### src/rtl/mem_pkg.sv
// Shared types and lane helpers for the load/store sequencer.
package mem_pkg;

  typedef enum logic [1:0] {
    MEM_BYTE = 2'b00,
    MEM_HALF = 2'b01,
    MEM_WORD = 2'b10,
    MEM_RSVD = 2'b11
  } mem_size_t;

  typedef enum logic [2:0] {
    IDLE     = 3'd0,
    RD_ISSUE = 3'd1,
    RD_WAIT  = 3'd2,
    WR       = 3'd3,
    DONE     = 3'd4
  } mau_state_t;

  localparam logic [7:0]  LANE_MASK_BYTE = 8'hFF;
  localparam logic [15:0] LANE_MASK_HALF = 16'hFFFF;

  // Bit offset of the addressed lane inside a little-endian word.
  function automatic logic [4:0] lane_shift(input mem_size_t size, input logic [1:0] lane);
    logic [4:0] sh;
    case (size)
      MEM_BYTE: sh = {lane, 3'b000};
      MEM_HALF: sh = {lane[1], 4'b0000};
      default:  sh = 5'd0;
    endcase
    return sh;
  endfunction

endpackage

### src/rtl/mem_lane_align.sv
// Combinational lane logic: load extract/sign-extend and sub-word store merge.
module mem_lane_align #(
  parameter int unsigned BUS = 32
) (
  input  logic [BUS-1:0] rd_word,
  input  logic [BUS-1:0] wr_data,
  input  logic [1:0]     size,
  input  logic           sign_ext,
  input  logic [1:0]     lane,
  output logic [BUS-1:0] load_data_c,
  output logic [BUS-1:0] merge_data_c
);
  import mem_pkg::*;

  logic [4:0]     shamt;
  logic [7:0]     byte_v;
  logic [15:0]    half_v;
  logic [BUS-1:0] lane_mask;

  always_comb begin
    shamt       = lane_shift(mem_size_t'(size), lane);
    byte_v      = rd_word[{lane, 3'b000} +: 8];
    half_v      = rd_word[{lane[1], 4'b0000} +: 16];
    load_data_c = rd_word;
    lane_mask   = {BUS{1'b1}};
    case (mem_size_t'(size))
      MEM_BYTE: begin
        lane_mask   = BUS'(LANE_MASK_BYTE) << shamt;
        load_data_c = {{(BUS-8){sign_ext & byte_v[7]}}, byte_v};
      end
      MEM_HALF: begin
        lane_mask   = BUS'(LANE_MASK_HALF) << shamt;
        load_data_c = {{(BUS-16){sign_ext & half_v[15]}}, half_v};
      end
      default: ;
    endcase
    // Untouched lanes keep the read-back bytes.
    merge_data_c = (rd_word & ~lane_mask) | ((wr_data << shamt) & lane_mask);
  end

endmodule

### src/rtl/mem_access_unit.sv
// Load/store sequencer between the MEM stage and a word-indexed data memory.
module mem_access_unit #(
  parameter int unsigned BUS       = 32,
  parameter int unsigned MEM_WORDS = 4096
) (
  input  logic           clk,
  input  logic           rst_n,
  input  logic           req_valid,
  output logic           req_ready,
  input  logic           req_write,
  input  logic [1:0]     req_size,
  input  logic           req_signed,
  input  logic [BUS-1:0] req_addr,
  input  logic [BUS-1:0] req_wdata,
  output logic           resp_valid,
  output logic [BUS-1:0] resp_rdata,
  output logic           resp_fault,
  output logic [BUS-1:0] mem_readdir,
  output logic [BUS-1:0] mem_writedir,
  output logic [BUS-1:0] mem_datain,
  output logic           mem_MRE,
  output logic           mem_MWE,
  input  logic [BUS-1:0] mem_dataout
);
  import mem_pkg::*;

  mau_state_t     state_q, state_d;
  logic           write_q, signed_q;
  logic [1:0]     size_q, lane_q;
  logic           accept_c, fault_c, word_store_c;
  logic [BUS-1:0] index_c, load_data_c, merge_data_c;

  assign accept_c     = req_valid & (state_q == IDLE);
  assign index_c      = BUS'(req_addr[BUS-1:2]);
  assign word_store_c = req_write & (mem_size_t'(req_size) == MEM_WORD);

  // Fault decode on the live request; only consumed on the accept edge.
  always_comb begin
    fault_c = (index_c >= BUS'(MEM_WORDS));
    case (mem_size_t'(req_size))
      MEM_HALF: if (req_addr[0]) fault_c = 1'b1;
      MEM_WORD: if (req_addr[1:0] != 2'b00) fault_c = 1'b1;
      MEM_RSVD: fault_c = 1'b1;
      default: ;
    endcase
  end

  always_comb begin
    state_d = state_q;
    case (state_q)
      IDLE: begin
        if (accept_c) begin
          if (fault_c)           state_d = DONE;
          else if (word_store_c) state_d = WR;
          else                   state_d = RD_ISSUE;
        end
      end
      RD_ISSUE: state_d = RD_WAIT;
      RD_WAIT:  state_d = write_q ? WR : DONE;
      WR:       state_d = DONE;
      DONE:     state_d = IDLE;
      default:  state_d = IDLE;
    endcase
  end

  // Control outputs are registered copies of the next-state decode.
  always_ff @(posedge clk or negedge rst_n) begin
    if (!rst_n) begin
      state_q    <= IDLE;
      req_ready  <= 1'b1;
      resp_valid <= 1'b0;
      mem_MRE    <= 1'b0;
      mem_MWE    <= 1'b0;
    end else begin
      state_q    <= state_d;
      req_ready  <= (state_d == IDLE);
      resp_valid <= (state_d == DONE);
      mem_MRE    <= (state_d == RD_ISSUE);
      mem_MWE    <= (state_d == WR);
    end
  end

  // Request capture and data path; mem_datain holds store data until the merge replaces it.
  always_ff @(posedge clk or negedge rst_n) begin
    if (!rst_n) begin
      write_q      <= 1'b0;
      signed_q     <= 1'b0;
      size_q       <= 2'b00;
      lane_q       <= 2'b00;
      mem_readdir  <= '0;
      mem_writedir <= '0;
      mem_datain   <= '0;
      resp_rdata   <= '0;
      resp_fault   <= 1'b0;
    end else if (accept_c) begin
      write_q      <= req_write;
      signed_q     <= req_signed;
      size_q       <= req_size;
      lane_q       <= req_addr[1:0];
      mem_readdir  <= index_c;
      mem_writedir <= index_c;
      mem_datain   <= req_wdata;
      resp_rdata   <= '0;
      resp_fault   <= fault_c;
    end else if (state_q == RD_WAIT) begin
      if (write_q) mem_datain <= merge_data_c;
      else         resp_rdata <= load_data_c;
    end else if (state_q == DONE) begin
      resp_rdata <= '0;
      resp_fault <= 1'b0;
    end
  end

  mem_lane_align #(.BUS(BUS)) u_lane_align (
    .rd_word      (mem_dataout),
    .wr_data      (mem_datain),
    .size         (size_q),
    .sign_ext     (signed_q),
    .lane         (lane_q),
    .load_data_c  (load_data_c),
    .merge_data_c (merge_data_c)
  );

endmodule

### config.mk
export PLATFORM = sky130hd
export DESIGN_NAME = mem_access_unit
export DESIGN_NICKNAME = d
export VERILOG_FILES = /design/src/rtl/mem_pkg.sv /design/src/rtl/mem_lane_align.sv /design/src/rtl/mem_access_unit.sv
export SDC_FILE = /design/constraint.sdc
export NUM_CORES = 1
export LEC_CHECK = 0
export BUFFER_PORTS_ARGS = -buffer_cell sky130_fd_sc_hd__buf_2
export CORE_ASPECT_RATIO = 0.7
export CORE_MARGIN = 5
export CORE_UTILIZATION = 31
export CTS_BUF_LIST = sky130_fd_sc_hd__clkbuf_8 sky130_fd_sc_hd__clkbuf_16
export CTS_CLUSTER_SIZE = 16
export DETAILED_ROUTE_END_ITERATION = 6
export PLACE_DENSITY_LB_ADDON = 0.2
export SYNTH_ARGS = -nofsm -noshare
export SYNTH_HDL_FRONTEND = slang
export SYNTH_SLANG_ARGS = --single-unit
export TNS_END_PERCENT = 20
### constraint.sdc
create_clock -name clk -period 2.1 [get_ports clk]
set_input_delay 0.63 -clock clk [delete_from_list [all_inputs] [get_ports clk]]
set_output_delay 0.63 -clock clk [all_outputs]
set_load 0.01 [all_outputs]
# After elaboration in Yosys (flattened, before gate mapping)
# Index checks and enable logic that the tools add are counted.
classes:
  magnitude_cmp: 1
  bitwise: 8
  muxes: 21
  eq_ne: 13
  shifts: 5
  reduce_logical: 11
ops:
  columns: ["op", "n"]
  rows:
  - ["2-to-1 mux 32 bit", 7]
  - ["case mux 32 bit (2 select lines)", 2]
  - ["AND 32 bit", 2]
  - ["NOT 32 bit", 1]
  - ["OR 32 bit", 1]
  - ["indexed part select 32 x 6 -> 16 bit", 1]
  - ["indexed part select 32 x 6 -> 8 bit", 1]
  - ["<< shifter 16 x 5 -> 32 bit, first input constant", 1]
  - ["<< shifter 32 x 5 -> 32 bit", 1]
  - ["<< shifter 8 x 5 -> 32 bit, first input constant", 1]
  - [">= comparator 30 x 13 -> 1 bit, second input constant", 1]
  - ["case mux 3 bit (4 select lines)", 1]
  - ["case mux 5 bit (2 select lines)", 1]
  - ["== test 3 x 2 -> 1 bit, second input constant", 3]
  - ["2-to-1 mux 3 bit", 3]
  - ["nonzero test 2 bit", 4]
  - ["== test 3 x 1 -> 1 bit, second input constant", 2]
  - ["== test 3 bit, second input constant", 2]
  - ["logical NOT 3 bit", 2]
  - ["AND reduction 2 bit", 3]
  - ["2-to-1 mux 1 bit", 5]
  - ["AND 1 bit", 4]
  - ["== test 2 x 1 -> 1 bit, second input constant", 2]
  - ["== test 2 bit, second input constant", 2]
  - ["other kinds (6)", 6]
totals:
  elab_cells: 72
  regBits: 108

# Logic depth before layout (Yosys ltp)
# Gate-level depths: netlist of run 1.
depth:
  depth_word: 10
  ltp_mapped: 7

# Hierarchy
# From an unflattened synthesis of run 1, not the netlist that was laid out.
unflattened:
  cells_unflattened: 686
  area_unflattened_um2: 6221.0
by_module_without_submodules:
  columns: ["module", "area_per_inst_um2", "seq_area_each_um2", "cells_each", "n_inst"]
  rows:
  - ["mem_access_unit", 4853.4, 2703.8, 449, 1]
  - ["mem_lane_align", 1367.6, 0.0, 237, 1]

# Worst setup path after synthesis of run 1
# OpenSTA, ideal clock, no wires.
synth_path:
  kind: "input-to-reg"
  startpoint: "in mem_dataout[15]"
  endpoint: "reg resp_rdata[16]"
  arrival_ns: 1.802
  stages: 6
  slack_ns: 0.172
  setup_time_ns: 0.126
  path_buffers: 2
  cell_sequence: "mux2_4 mux2_2 and4_4 buf_6 buf_6 a221o_1"
synth_between:
  elab_chain_len: 6
  elab_cells_between_ends: 8
  classes_between: "shift: 2; mux: 4; bitwise: 2"
synth_lines:
  columns: ["item", "line_no", "source"]
  rows:
  - ["start: declaration", "mem_access_unit.sv:23", "input logic [BUS-1:0] mem_dataout"]
  - ["indexed part select 32 x 6 -> 16 bit / indexed part select 32 x 6 -> 8 bit (equally long branches)", "mem_lane_align.sv:23, mem_lane_align.sv:22", null]
  - ["AND 1 bit, on equally long branches", "mem_lane_align.sv:33, mem_lane_align.sv:29", null]
  - ["case mux 32 bit (2 select lines) (*)", "mem_lane_align.sv:26", "case (mem_size_t'(size))"]
  - ["2-to-1 mux 32 bit (*)", "mem_access_unit.sv:106", "if (write_q) mem_datain <= merge_data_c;"]
  - ["2-to-1 mux 32 bit (*)", "mem_access_unit.sv:105", "end else if (state_q == RD_WAIT) begin"]
  - ["2-to-1 mux 32 bit (*)", "mem_access_unit.sv:95", "end else if (accept_c) begin"]
  - ["end signal: assignment", "mem_access_unit.sv:107", "else resp_rdata <= load_data_c;"]
  - ["end: declaration", "mem_access_unit.sv:16", "output logic [BUS-1:0] resp_rdata,"]
# Every way passes the cells marked *; elsewhere a longest branch is shown, timed or not. The select of a mux whose other input is x is not followed.
# A chain may end at the register's enable or synchronous reset.

==> flow_results.xml, run 1 <==
<?xml version="1.0" encoding="UTF-8"?>
<metrics>
  <group name="status">
    <metric name="run_status" unit="">finished clean</metric>
  </group>
  <group name="sta">
    <metric name="timing.slew.headroom" unit="">0.531</metric>
    <metric name="setup_viol" unit="">0</metric>
    <metric name="worst_slew_pin_slew" unit="ns">0.700</metric>
    <metric name="worst_slack_on_hold_paths" unit="ns">0.148</metric>
    <metric name="final_min_period_over_clock_period" unit="">0.942</metric>
    <metric name="clock.fmax" unit="GHz">0.506</metric>
    <metric name="rsz_0062_raised_after_global_routing" unit="">no</metric>
    <metric name="fin_worst_skew" unit="ns">0.00937</metric>
    <metric name="hold_viol" unit="">0</metric>
    <metric name="final_period_minus_worst_setup_slack" unit="ns">1.98</metric>
    <metric name="timing.final.max_slew_violations" unit="">0</metric>
  </group>
  <group name="finish">
    <metric name="layout.core_utilization" unit="">0.407</metric>
    <metric name="antennaDiodeCount" unit="">0</metric>
    <metric name="syn_to_final_growth" unit="%">30.2</metric>
    <metric name="final_layout_size_suffix_gt1_frac" unit="">0.366</metric>
    <metric name="finalNonFillerCells" unit="">1056</metric>
    <metric name="layout_commonest_cell" unit="">sky130_fd_sc_hd__buf_2</metric>
    <metric name="layout.cell_area.non_filler" unit="mm²">0.00726</metric>
    <metric name="layout_common_cells" unit="">sky130_fd_sc_hd__buf_2 (230), sky130_fd_sc_hd__nand2_1 (152), sky130_fd_sc_hd__dfrtp_1 (107), sky130_fd_sc_hd__o21ai_0 (54), sky130_fd_sc_hd__buf_4 (35)</metric>
    <metric name="fin_nets" unit="">921</metric>
  </group>
  <group name="global_routing">
    <metric name="grtUsageTotal" unit="">0.189</metric>
    <metric name="grt.overflow.total" unit="">0</metric>
    <metric name="global_route_wire_length_before_repair" unit="µm">30500</metric>
    <metric name="initial_antenna_violation_count" unit="">0</metric>
    <metric name="grt_start_max_net_pins" unit="">42</metric>
    <metric name="via_count_of_the_first_global_routing_pass" unit="">5069</metric>
  </group>
  <group name="synth">
    <metric name="syn-instance-count" unit="">609</metric>
    <metric name="post_synth_main_area_contributors" unit="">sky130_fd_sc_hd__dfrtp_1 (48%), sky130_fd_sc_hd__nand2_1 (10%), sky130_fd_sc_hd__o21ai_0 (4.8%), sky130_fd_sc_hd__buf_4 (4.6%), sky130_fd_sc_hd__a221o_1 (2.9%)</metric>
    <metric name="edff_count_synth" unit="">0</metric>
    <metric name="postSynth.asyncResetShare" unit="">1.00</metric>
    <metric name="area_share_of_the_largest_cell_type_after_synthesis" unit="">0.480</metric>
    <metric name="ys_ff_latch" unit="">108</metric>
    <metric name="synth_largest_area_cell" unit="">sky130_fd_sc_hd__dfrtp_1</metric>
    <metric name="synth_ff_type" unit="">sky130_fd_sc_hd__dfrtp_1</metric>
    <metric name="synth.avg_cell_area" unit="µm²">9.16</metric>
    <metric name="synthDistinctLibCells" unit="">51</metric>
    <metric name="netlist_area" unit="mm²">0.00558</metric>
    <metric name="yosysWarningCount" unit="">0</metric>
    <metric name="synth-seq-area-share" unit="">0.485</metric>
  </group>
  <group name="floorplan">
    <metric name="die_w" unit="µm">170</metric>
    <metric name="coreArea" unit="mm²">0.0179</metric>
    <metric name="die_outline_area" unit="mm²">0.0208</metric>
    <metric name="initial_utilization" unit="">0.312</metric>
    <metric name="die_h" unit="µm">122</metric>
    <metric name="num_io_pins" unit="">236</metric>
    <metric name="num_rows" unit="">41</metric>
  </group>
  <group name="critical_path">
    <metric name="critPathSlowestCell" unit="">sky130_fd_sc_hd__a211oi_1</metric>
    <metric name="cp.buffers_inverters" unit="">1</metric>
    <metric name="critPathRequiredTime" unit="ns">2.32</metric>
    <metric name="timing.critical_path.cells" unit="">buf_4, and4bb_2, nand2_1, a211oi_1, o21ai_0</metric>
    <metric name="crit_type" unit="">flop to flop</metric>
    <metric name="crit_family" unit="">compound AO/OA/AOI/OAI gates</metric>
    <metric name="timing.critical_path.from_type" unit="">flop</metric>
    <metric name="endpoint_kind" unit="">flop</metric>
    <metric name="critPathArrivalTime" unit="ns">2.20</metric>
    <metric name="path_max_fanout" unit="">12</metric>
    <metric name="crit_path_max_incr_delay" unit="ns">0.48</metric>
  </group>
  <group name="route">
    <metric name="drcViolationCount" unit="">0</metric>
    <metric name="route.vias.total" unit="">5365</metric>
    <metric name="drt-pass1-iter-count" unit="">5</metric>
    <metric name="route.detailed.vias_per_inst" unit="">5.08</metric>
    <metric name="detail-route-antenna-nets" unit="">0</metric>
    <metric name="avgRoutedWirePerCell" unit="µm">19.1</metric>
    <metric name="finalWirelength" unit="µm">20100</metric>
    <metric name="detailedRoute.firstIterationViolations" unit="">357</metric>
  </group>
  <group name="clock_tree">
    <metric name="path_clk_slew" unit="ns">0.07</metric>
    <metric name="post_cts.resized_instances" unit="">0</metric>
    <metric name="clock_latency" unit="ns">0.36</metric>
    <metric name="clkSinkCount" unit="">108</metric>
    <metric name="clk_root_buffer_cell" unit="">sky130_fd_sc_hd__clkbuf_16</metric>
    <metric name="tritoncts" unit="">yes</metric>
    <metric name="clock_tree.buffer_depth" unit="">2</metric>
    <metric name="tritoncts.num_buffers" unit="">9</metric>
    <metric name="clock_tree.htree_level_count" unit="">3</metric>
    <metric name="cts_hold_buffers" unit="">0</metric>
    <metric name="post_cts_buffers" unit="">0</metric>
  </group>
  <group name="placement">
    <metric name="gp_congestion" unit="">0.894</metric>
    <metric name="place.detailed.instances" unit="">1040</metric>
    <metric name="io_buffer_count" unit="">231</metric>
    <metric name="hpwl" unit="µm">15800</metric>
    <metric name="detailed_place.area" unit="mm²">0.00696</metric>
  </group>
  <group name="power">
    <metric name="power.leakage" unit="nW">3.69</metric>
    <metric name="ir_drop" unit="mV">0.410</metric>
    <metric name="power" unit="mW">7.43</metric>
    <metric name="cellPowerDensity" unit="mW/mm²">1020</metric>
  </group>
  <group name="hold_path">
    <metric name="hold_class" unit="">input port to async pin</metric>
  </group>
  <group name="run">
    <metric name="drv_cap" unit="">0</metric>
  </group>
</metrics>
## where the power goes
part | internal, mW | switching, mW
clock | 0.932 | 0.808
sequential | 2.50 | 0.450
combinational | 1.16 | 1.58
## final timing paths
kind	start	to	slack (ns)	depth (start not counted)
max in group asynchronous	rst_n	mem_readdir[27]	1.40	2
min reg2reg	resp_rdata[12]	resp_rdata[12]	0.48	2
max reg2reg	state_q[2]	flop	0.12	5
min	rst_n	mem_readdir[7]	0.15	1
max	state_q[2]	flop	0.12	5
min in group clk	req_addr[5]	mem_readdir[3]	0.46	3
## area by class of cell
type / count / area [µm²]
Clock buffer: 9 / 225
Sequential cell: 108 / 2700
Clock inverter: 7 / 76.3
Fill cell: 1842 / 10600
Inverter: 5 / 18.8
Tap cell: 236 / 295
Multi-Input combinational cell: 421 / 2430
Timing Repair Buffer: 270 / 1510
## per-layer routing
metal  vias up  share of wire  track usage
met5         -              0            0
met4         0          0.014       0.0444
met3        15          0.076       0.0406
met2       247           0.41        0.259
met1      2567           0.50        0.301
li1       2536              -            -
## cell usage after synthesis, drive strengths merged (2+ instances only)
cell type	n
nand2	152
dfrtp	107
buf	58
o21ai	54
clkbuf	20
a211oi	18
nor2	17
a221o	16
o22ai	16
a21oi	14
nor3	12
nor2b	10
o21a	9
a2bb2oi	8
and3	8
mux2i	8
o22a	8
or3	8
nand3	7
a22oi	6
o211ai	6
o31ai	6
inv	5
nand2b	5
nor4	4
a311oi	3
ha	3
mux2	3
a21o	2
nor4b	2
## worst register-to-register path, delay by kind of cell, from the launching register on
family / cells / cell delay (ns)
compound gates: 2 / 0.64
simple gates: 2 / 0.63
flops: 1 / 0.40
buf+inv: 1 / 0.17
## cells by family (layout without fill, tap and decap cells)
kind of cell,after synthesis,in the layout,share of synthesized area
AND/OR/NAND/NOR,233,233,0.189
flip-flops,108,108,0.485
buffers and inverters,83,291,0.0859
other,1,4,0.000672
multiplexers,12,12,0.0258
AO/OA/AOI/OAI,169,169,0.207
adder cells (fa/ha/maj),3,3,0.00673
## per-stage QoR
stage | setup WS (ns) | setup TNS, ns
after floorplan | 0.172 | 0
after global placement | -0.0403 | -0.121
after detailed placement | -0.0476 | -0.301
after CTS | 0.149 | 0
after global routing | 0.00659 | 0
final | 0.122 | 0
Note: power is estimated with default switching activity, not from simulation.
==> inputs of run 2 (changes only) <==
--- a/config.mk
+++ b/config.mk
@@ -6,13 +6,13 @@
 export NUM_CORES = 1
 export LEC_CHECK = 0
 export BUFFER_PORTS_ARGS = -buffer_cell sky130_fd_sc_hd__buf_2
-export CORE_ASPECT_RATIO = 0.7
 export CORE_MARGIN = 5
 export CORE_UTILIZATION = 31
 export CTS_BUF_LIST = sky130_fd_sc_hd__clkbuf_8 sky130_fd_sc_hd__clkbuf_16
 export CTS_CLUSTER_SIZE = 16
 export DETAILED_ROUTE_END_ITERATION = 6
 export PLACE_DENSITY_LB_ADDON = 0.2
+export RECOVER_POWER = 25
 export SYNTH_ARGS = -nofsm -noshare
 export SYNTH_HDL_FRONTEND = slang
 export SYNTH_SLANG_ARGS = --single-unit
==> flow_results.xml, run 2 (synthesis results as in run 1) <==
<?xml version="1.0" encoding="UTF-8"?>
<metrics>
  <group name="critical_path">
    <metric name="crit_type" unit="">flop to flop</metric>
    <metric name="reg2regPathDepth" unit="">5</metric>
    <metric name="worst_r2r_endpoint" unit="">mem_datain[14]</metric>
    <metric name="critPathSlowestCell" unit="">sky130_fd_sc_hd__or4b_2</metric>
    <metric name="timing.critical_path.cells" unit="">or4b_2, buf_4, o31ai_2, nor2_1, a211oi_1</metric>
    <metric name="endpoint_kind" unit="">flop</metric>
    <metric name="worst_setup_path_startpoint" unit="">state_q[2]</metric>
    <metric name="crit_path_max_incr_delay" unit="ns">0.66</metric>
    <metric name="regToRegStartpoint" unit="">state_q[2]</metric>
    <metric name="critPathArrivalTime" unit="ns">2.20</metric>
    <metric name="path_max_fanout" unit="">17</metric>
    <metric name="crit_family" unit="">simple AND/OR/NAND/NOR gates</metric>
    <metric name="timing.critical_path.from_type" unit="">flop</metric>
    <metric name="critPathRequiredTime" unit="ns">2.36</metric>
    <metric name="timing.reg2reg.setup_slack" unit="ns">0.16</metric>
    <metric name="cp.buffers_inverters" unit="">1</metric>
  </group>
  <group name="global_routing">
    <metric name="initial_antenna_violation_count" unit="">3</metric>
    <metric name="grt.overflow.total" unit="">0</metric>
    <metric name="global_route_wire_length_before_repair" unit="µm">29800</metric>
    <metric name="grtUsageTotal" unit="">0.186</metric>
    <metric name="grt_start_max_net_pins" unit="">46</metric>
    <metric name="via_count_of_the_first_global_routing_pass" unit="">5061</metric>
  </group>
  <group name="sta">
    <metric name="worst_slew_pin_slew" unit="ns">1.49</metric>
    <metric name="final_min_period_over_clock_period" unit="">0.924</metric>
    <metric name="clock.fmax" unit="GHz">0.515</metric>
    <metric name="fin_worst_skew" unit="ns">0.0108</metric>
    <metric name="rsz_0062_raised_after_global_routing" unit="">no</metric>
    <metric name="final_period_minus_worst_setup_slack" unit="ns">1.94</metric>
    <metric name="hold_viol" unit="">0</metric>
    <metric name="fin_tns_setup" unit="ns">0</metric>
    <metric name="timing.slew.headroom" unit="">0.00765</metric>
    <metric name="setup_viol" unit="">0</metric>
    <metric name="timing.final.max_slew_violations" unit="">0</metric>
  </group>
  <group name="floorplan">
    <metric name="die_h" unit="µm">144</metric>
    <metric name="num_rows" unit="">49</metric>
    <metric name="initial_utilization" unit="">0.313</metric>
    <metric name="die_outline_area" unit="mm²">0.0208</metric>
    <metric name="die_w" unit="µm">144</metric>
    <metric name="coreArea" unit="mm²">0.0178</metric>
    <metric name="num_io_pins" unit="">236</metric>
  </group>
  <group name="finish">
    <metric name="fillCellCount" unit="">1797</metric>
    <metric name="fin_nets" unit="">919</metric>
    <metric name="layout_commonest_cell" unit="">sky130_fd_sc_hd__buf_2</metric>
    <metric name="antennaDiodeCount" unit="">0</metric>
    <metric name="final_layout_size_suffix_gt1_frac" unit="">0.364</metric>
    <metric name="syn_to_final_growth" unit="%">29.6</metric>
    <metric name="layout_common_cells" unit="">sky130_fd_sc_hd__buf_2 (230), sky130_fd_sc_hd__nand2_1 (152), sky130_fd_sc_hd__dfrtp_1 (107), sky130_fd_sc_hd__o21ai_0 (54), sky130_fd_sc_hd__buf_4 (33)</metric>
  </group>
  <group name="clock_tree">
    <metric name="clkSinkCount" unit="">108</metric>
    <metric name="tritoncts" unit="">yes</metric>
    <metric name="tritoncts.num_buffers" unit="">9</metric>
    <metric name="path_clk_slew" unit="ns">0.07</metric>
    <metric name="clock_latency" unit="ns">0.35</metric>
    <metric name="clock_tree.buffer_depth" unit="">2</metric>
    <metric name="post_cts.resized_instances" unit="">0</metric>
    <metric name="cts_hold_buffers" unit="">0</metric>
    <metric name="post_cts_buffers" unit="">0</metric>
    <metric name="clk_root_buffer_cell" unit="">sky130_fd_sc_hd__clkbuf_16</metric>
    <metric name="clock_tree.htree_level_count" unit="">3</metric>
  </group>
  <group name="run">
    <metric name="drv_cap" unit="">1</metric>
  </group>
  <group name="power">
    <metric name="power.clock.fraction" unit="">0.243</metric>
    <metric name="total_net_switching_power" unit="mW">2.80</metric>
    <metric name="cellPowerDensity" unit="mW/mm²">1030</metric>
    <metric name="power.internal" unit="mW">4.61</metric>
    <metric name="ir_drop" unit="mV">0.453</metric>
    <metric name="power.leakage" unit="nW">3.67</metric>
    <metric name="netSwitchingFraction" unit="">0.378</metric>
    <metric name="sequentialPowerShare" unit="">0.394</metric>
    <metric name="comb_power_share" unit="">0.363</metric>
    <metric name="power" unit="mW">7.42</metric>
  </group>
  <group name="status">
    <metric name="run_status" unit="">finished, violations left</metric>
    <metric name="violated_checks" unit="">max-capacitance violations</metric>
  </group>
  <group name="hold_path">
    <metric name="min_path_cells" unit="">3</metric>
    <metric name="hp_start" unit="">req_addr[9]</metric>
    <metric name="hold-path-endpoint" unit="">mem_readdir[7]</metric>
    <metric name="hold_class" unit="">input port to flop</metric>
  </group>
  <group name="placement">
    <metric name="io_buffer_count" unit="">231</metric>
    <metric name="gp_congestion" unit="">0.869</metric>
    <metric name="hpwl" unit="µm">15300</metric>
  </group>
  <group name="route">
    <metric name="drt-pass1-iter-count" unit="">5</metric>
    <metric name="avgRoutedWirePerCell" unit="µm">19.0</metric>
    <metric name="finalWirelength" unit="µm">19900</metric>
    <metric name="route.vias.total" unit="">5353</metric>
    <metric name="detail-route-antenna-nets" unit="">0</metric>
    <metric name="detailedRoute.firstIterationViolations" unit="">381</metric>
    <metric name="drcViolationCount" unit="">0</metric>
    <metric name="route.detailed.vias_per_inst" unit="">5.11</metric>
  </group>
</metrics>
-- run 2: cell count changes in the layout (fill, tap and decap cells not counted) --
cell and change:
sky130_fd_sc_hd__buf_12 -1, sky130_fd_sc_hd__clkinvlp_4 -1, sky130_fd_sc_hd__clkinv_2 +1, sky130_fd_sc_hd__clkinv_4 -2
sky130_fd_sc_hd__clkbuf_1 +1, sky130_fd_sc_hd__buf_4 -2, sky130_fd_sc_hd__clkbuf_8 +1, sky130_fd_sc_hd__inv_6 +2
sky130_fd_sc_hd__inv_1 -1
-- run 2: power groups by stage --
stage / combinational [mW] / clock [mW] / sequential (mW)
6_report: 2.69 / 1.80 / 2.92
2_1_floorplan: 1.57 / 0 / 3.01
3_5_place_dp: 2.71 / 0 / 2.95
4_1_cts: 2.72 / 1.87 / 2.92
5_1_grt: 2.97 / 1.93 / 2.99
3_3_place_gp: 2.70 / 0 / 2.96
-- run 2: worst register-to-register path, cell delays in order, from the launching register on --
cell and delay (ns):
sky130_fd_sc_hd__dfrtp_1 0.49, sky130_fd_sc_hd__or4b_2 0.66, sky130_fd_sc_hd__buf_4 0.23, sky130_fd_sc_hd__o31ai_2 0.19
sky130_fd_sc_hd__nor2_1 0.11, sky130_fd_sc_hd__a211oi_1 0.18
-- run 2: how the worst max path moves through the flow --
stage	to	slack, ns	cells after the start
2_1_floorplan	resp_rdata[16]	0.17	6
3_3_place_gp	mem_datain[15]	-0.003	5
3_5_place_dp	mem_datain[13]	-0.006	6
4_1_cts	resp_rdata[20]	0.17	4
5_1_grt	resp_rdata[20]	0.04	4
6_report	mem_datain[14]	0.16	5
-- run 2: area by class of cell --
type | count | area [µm²] | area share
Clock buffer | 10 | 239 | 0.0331
Clock inverter | 6 | 70.1 | 0.00969
Inverter | 5 | 18.8 | 0.00260
Multi-Input combinational cell | 421 | 2430 | 0.336
Sequential cell | 108 | 2700 | 0.374
Tap cell | 229 | 287 | 0.0396
Timing Repair Buffer | 268 | 1480 | 0.205
-- run 2: layer usage --
| layer | vias up | global-route usage | wire (µm) |
|---|---|---|---|
| li1 | 2536 | - | - |
| met1 | 2569 | 0.270 | 9060 |
| met2 | 221 | 0.288 | 9110 |
| met3 | 21 | 0.0357 | 1410 |
| met4 | 6 | 0.0491 | 252 |
| met5 | - | 0 | 28 |
-- run 2: through the flow --
| step | setup WS [ns] | cell area, µm² | hold slack [ns] | cells | utilization |
|---|---|---|---|---|---|
| 3_5_place_dp | -0.00622 | 6930 | 0.466 | 1031 | 0.388 |
| 6_report | 0.160 | 7230 | 0.468 | 1047 | 0.405 |
| 4_1_cts | 0.169 | 7230 | 0.183 | 1047 | 0.405 |
| 5_1_grt | 0.0423 | 7230 | 0.462 | 1047 | 0.405 |
| 3_3_place_gp | -0.00317 | 6930 | 0.457 | 1031 | 0.388 |
| 2_1_floorplan | 0.172 | 5590 | 0.334 | 612 | - |
==> inputs of run 3 (changes only) <==
--- a/config.mk
+++ b/config.mk
@@ -5,6 +5,7 @@
 export SDC_FILE = /design/constraint.sdc
 export NUM_CORES = 1
 export LEC_CHECK = 0
+export ABC_AREA = 1
 export BUFFER_PORTS_ARGS = -buffer_cell sky130_fd_sc_hd__buf_2
 export CORE_MARGIN = 5
 export CORE_UTILIZATION = 31
==> flow_results.xml, run 3 <==
<?xml version="1.0" encoding="UTF-8"?>
<metrics>
  <group name="hold_path">
    <metric name="hold_class" unit="">input port to async pin</metric>
  </group>
  <group name="finish">
    <metric name="layout_commonest_cell" unit="">sky130_fd_sc_hd__buf_2</metric>
    <metric name="layout_common_cells" unit="">sky130_fd_sc_hd__buf_2 (230), sky130_fd_sc_hd__nand2_1 (219), sky130_fd_sc_hd__dfrtp_1 (107), sky130_fd_sc_hd__o21ai_0 (68), sky130_fd_sc_hd__nor2_1 (57)</metric>
    <metric name="final_layout_size_suffix_gt1_frac" unit="">0.343</metric>
    <metric name="fin_nets" unit="">1021</metric>
    <metric name="syn_to_final_growth" unit="%">26.5</metric>
  </group>
  <group name="placement">
    <metric name="io_buffer_count" unit="">231</metric>
    <metric name="hpwl" unit="µm">15900</metric>
    <metric name="gp_congestion" unit="">0.879</metric>
    <metric name="dp_slack" unit="ns">0.119</metric>
  </group>
  <group name="power">
    <metric name="cellPowerDensity" unit="mW/mm²">1580</metric>
    <metric name="power.internal" unit="mW">6.26</metric>
    <metric name="total_net_switching_power" unit="mW">5.41</metric>
    <metric name="power.leakage" unit="nW">4.00</metric>
    <metric name="netSwitchingFraction" unit="">0.463</metric>
    <metric name="ir_drop" unit="mV">0.602</metric>
    <metric name="sequentialPowerShare" unit="">0.309</metric>
    <metric name="power.clock.fraction" unit="">0.161</metric>
    <metric name="comb_power_share" unit="">0.530</metric>
  </group>
  <group name="clock_tree">
    <metric name="cts_hold_buffers" unit="">0</metric>
    <metric name="path_clk_slew" unit="ns">0.08</metric>
    <metric name="clock_tree.buffer_depth" unit="">2</metric>
    <metric name="clk_root_buffer_cell" unit="">sky130_fd_sc_hd__clkbuf_16</metric>
    <metric name="post_cts_buffers" unit="">0</metric>
    <metric name="post_cts.resized_instances" unit="">0</metric>
    <metric name="tritoncts" unit="">yes</metric>
    <metric name="tritoncts.num_buffers" unit="">9</metric>
    <metric name="clock_tree.htree_level_count" unit="">3</metric>
    <metric name="clock_latency" unit="ns">0.36</metric>
    <metric name="clkSinkCount" unit="">108</metric>
  </group>
  <group name="global_routing">
    <metric name="initial_antenna_violation_count" unit="">3</metric>
    <metric name="grtUsageTotal" unit="">0.185</metric>
    <metric name="grt_start_max_net_pins" unit="">48</metric>
    <metric name="global_route_wire_length_before_repair" unit="µm">31300</metric>
    <metric name="via_count_of_the_first_global_routing_pass" unit="">5552</metric>
    <metric name="grt.overflow.total" unit="">0</metric>
  </group>
  <group name="floorplan">
    <metric name="num_rows" unit="">50</metric>
    <metric name="initial_utilization" unit="">0.313</metric>
    <metric name="die_outline_area" unit="mm²">0.0217</metric>
    <metric name="coreArea" unit="mm²">0.0186</metric>
    <metric name="die_h" unit="µm">147</metric>
    <metric name="num_io_pins" unit="">236</metric>
    <metric name="die_w" unit="µm">147</metric>
  </group>
  <group name="route">
    <metric name="route.vias.total" unit="">5495</metric>
    <metric name="detail-route-antenna-nets" unit="">0</metric>
    <metric name="avgRoutedWirePerCell" unit="µm">17.7</metric>
    <metric name="detailedRoute.firstIterationViolations" unit="">322</metric>
    <metric name="drt-pass1-iter-count" unit="">5</metric>
    <metric name="route.detailed.vias_per_inst" unit="">4.76</metric>
    <metric name="finalWirelength" unit="µm">20500</metric>
    <metric name="drcViolationCount" unit="">0</metric>
  </group>
  <group name="synth">
    <metric name="yosysWarningCount" unit="">0</metric>
    <metric name="yosys-top-cells-count" unit="">sky130_fd_sc_hd__nand2_1 (219), sky130_fd_sc_hd__dfrtp_1 (107), sky130_fd_sc_hd__o21ai_0 (68)</metric>
    <metric name="ys_ff_latch" unit="">108</metric>
    <metric name="area_share_of_the_largest_cell_type_after_synthesis" unit="">0.459</metric>
    <metric name="synth-seq-area-share" unit="">0.464</metric>
    <metric name="synthDistinctLibCells" unit="">37</metric>
    <metric name="synth_largest_area_cell" unit="">sky130_fd_sc_hd__dfrtp_1</metric>
    <metric name="synth_ff_type" unit="">sky130_fd_sc_hd__dfrtp_1</metric>
    <metric name="syn-instance-count" unit="">717</metric>
    <metric name="synth.avg_cell_area" unit="µm²">8.13</metric>
    <metric name="edff_count_synth" unit="">0</metric>
    <metric name="postSynth.asyncResetShare" unit="">1.00</metric>
    <metric name="post-synth-top-count-cell" unit="">sky130_fd_sc_hd__nand2_1</metric>
    <metric name="post_synth_main_area_contributors" unit="">sky130_fd_sc_hd__dfrtp_1 (46%), sky130_fd_sc_hd__nand2_1 (14%), sky130_fd_sc_hd__o21ai_0 (5.8%), sky130_fd_sc_hd__buf_4 (4.5%), sky130_fd_sc_hd__nor2_1 (3.7%)</metric>
    <metric name="netlist_area" unit="mm²">0.00583</metric>
  </group>
  <group name="status">
    <metric name="run_status" unit="">finished clean</metric>
  </group>
  <group name="sta">
    <metric name="clock.fmax" unit="GHz">0.556</metric>
    <metric name="fin_worst_skew" unit="ns">0.00825</metric>
    <metric name="setup_viol" unit="">0</metric>
    <metric name="hold_viol" unit="">0</metric>
    <metric name="timing.final.max_slew_violations" unit="">0</metric>
    <metric name="final_min_period_over_clock_period" unit="">0.857</metric>
    <metric name="final_period_minus_worst_setup_slack" unit="ns">1.80</metric>
    <metric name="final_critical_path_setup_slack" unit="ns">0.300</metric>
    <metric name="timing.slew.headroom" unit="">0.414</metric>
    <metric name="rsz_0062_raised_after_global_routing" unit="">no</metric>
    <metric name="worst_slew_pin_slew" unit="ns">0.879</metric>
    <metric name="fin_tns_setup" unit="ns">0</metric>
  </group>
  <group name="critical_path">
    <metric name="timing.critical_path.from_type" unit="">flop</metric>
    <metric name="critPathArrivalTime" unit="ns">2.00</metric>
    <metric name="critPathRequiredTime" unit="ns">2.30</metric>
    <metric name="path_max_fanout" unit="">12</metric>
    <metric name="critPathSlowestCell" unit="">sky130_fd_sc_hd__a21oi_1</metric>
    <metric name="crit_path_max_incr_delay" unit="ns">0.58</metric>
    <metric name="endpoint_kind" unit="">flop</metric>
    <metric name="crit_type" unit="">flop to flop</metric>
    <metric name="timing.critical_path.cells" unit="">nor2_4, nand2_4, o21ai_0, a21oi_1, a211oi_1</metric>
  </group>
  <group name="run">
    <metric name="drv_cap" unit="">0</metric>
  </group>
</metrics>
## run 3: cell types whose count changed after synthesis, sizes merged, moves of 11 or more
cell and delta:
nand3 +19, o21ai +35, o22ai -16, clkbuf -11
a221o -16, nor2 +53, a21oi +21, inv +34
nand2 +74
## run 3: per-layer routing
metal,GRT usage,vias to the layer above,share of wire
met5,0,-,0.0020
met2,0.296,215,0.46
li1,-,2707,-
met3,0.0423,27,0.070
met1,0.250,2540,0.45
met4,0.0606,6,0.021
## run 3: area by class of cell
cell class / count / area (µm²)
fill: 1980 / 11300
sequential: 108 / 2700
multi-input combinational: 504 / 2520
timing repair buffer: 253 / 1380
tap: 234 / 293
clock buffer: 10 / 239
inverter: 39 / 161
clock inverter: 6 / 80.1
antenna: 1 / 2.50
## run 3: worst paths after layout
path,from,endpoint,slack (ns),cells after the start
worst max-delay path,size_q[1],mem_datain[1],0.30,5
worst min-delay path,rst_n,resp_rdata[30],0.37,1
worst max register to register,size_q[1],mem_datain[1],0.30,5
worst min register to register,resp_rdata[16],resp_rdata[16],0.48,2
max in group asynchronous,rst_n,mem_datain[15],0.69,2
min in group clk,req_addr[13],mem_readdir[11],0.46,3
## run 3: power by group through the flow
stage	registers, mW	logic (mW)	clock network (mW)
6_report	3.61	6.18	1.88
5_1_grt	3.74	6.84	2.00
4_1_cts	3.62	6.25	1.93
3_5_place_dp	3.63	6.25	0
3_3_place_gp	3.65	6.21	0
2_1_floorplan	3.89	3.93	0
## run 3: cell families (layout without fill, tap and decap cells)
family / Yosys count / after routing / synth area share
flops: 108 / 108 / 0.464
buf+inv: 108 / 308 / 0.107
mux: 7 / 7 / 0.0120
other cells: 1 / 5 / 0.000643
fa+ha+maj: 3 / 3 / 0.00644
compound gates: 157 / 157 / 0.165
simple gates: 333 / 333 / 0.246
## run 3: through the flow
stage               cell area, µm²  hold slack [ns]  std cells  power, mW   util
finish                        7380            0.368       1155       11.7  0.396
global route                  7370            0.455       1154       12.6  0.396
CTS                           7390            0.231       1154       11.8  0.397
detailed placement            7080            0.464       1138       9.88  0.380
global placement              7080            0.461       1138       9.86  0.380
floorplan                     5840            0.334        720       7.83      -
## run 3: critical path, delay by kind of cell, from the launching register on
kind / cells / cell delay (ns)
flops: 1 / 0.52
simple gates: 2 / 0.24
compound gates: 3 / 0.89
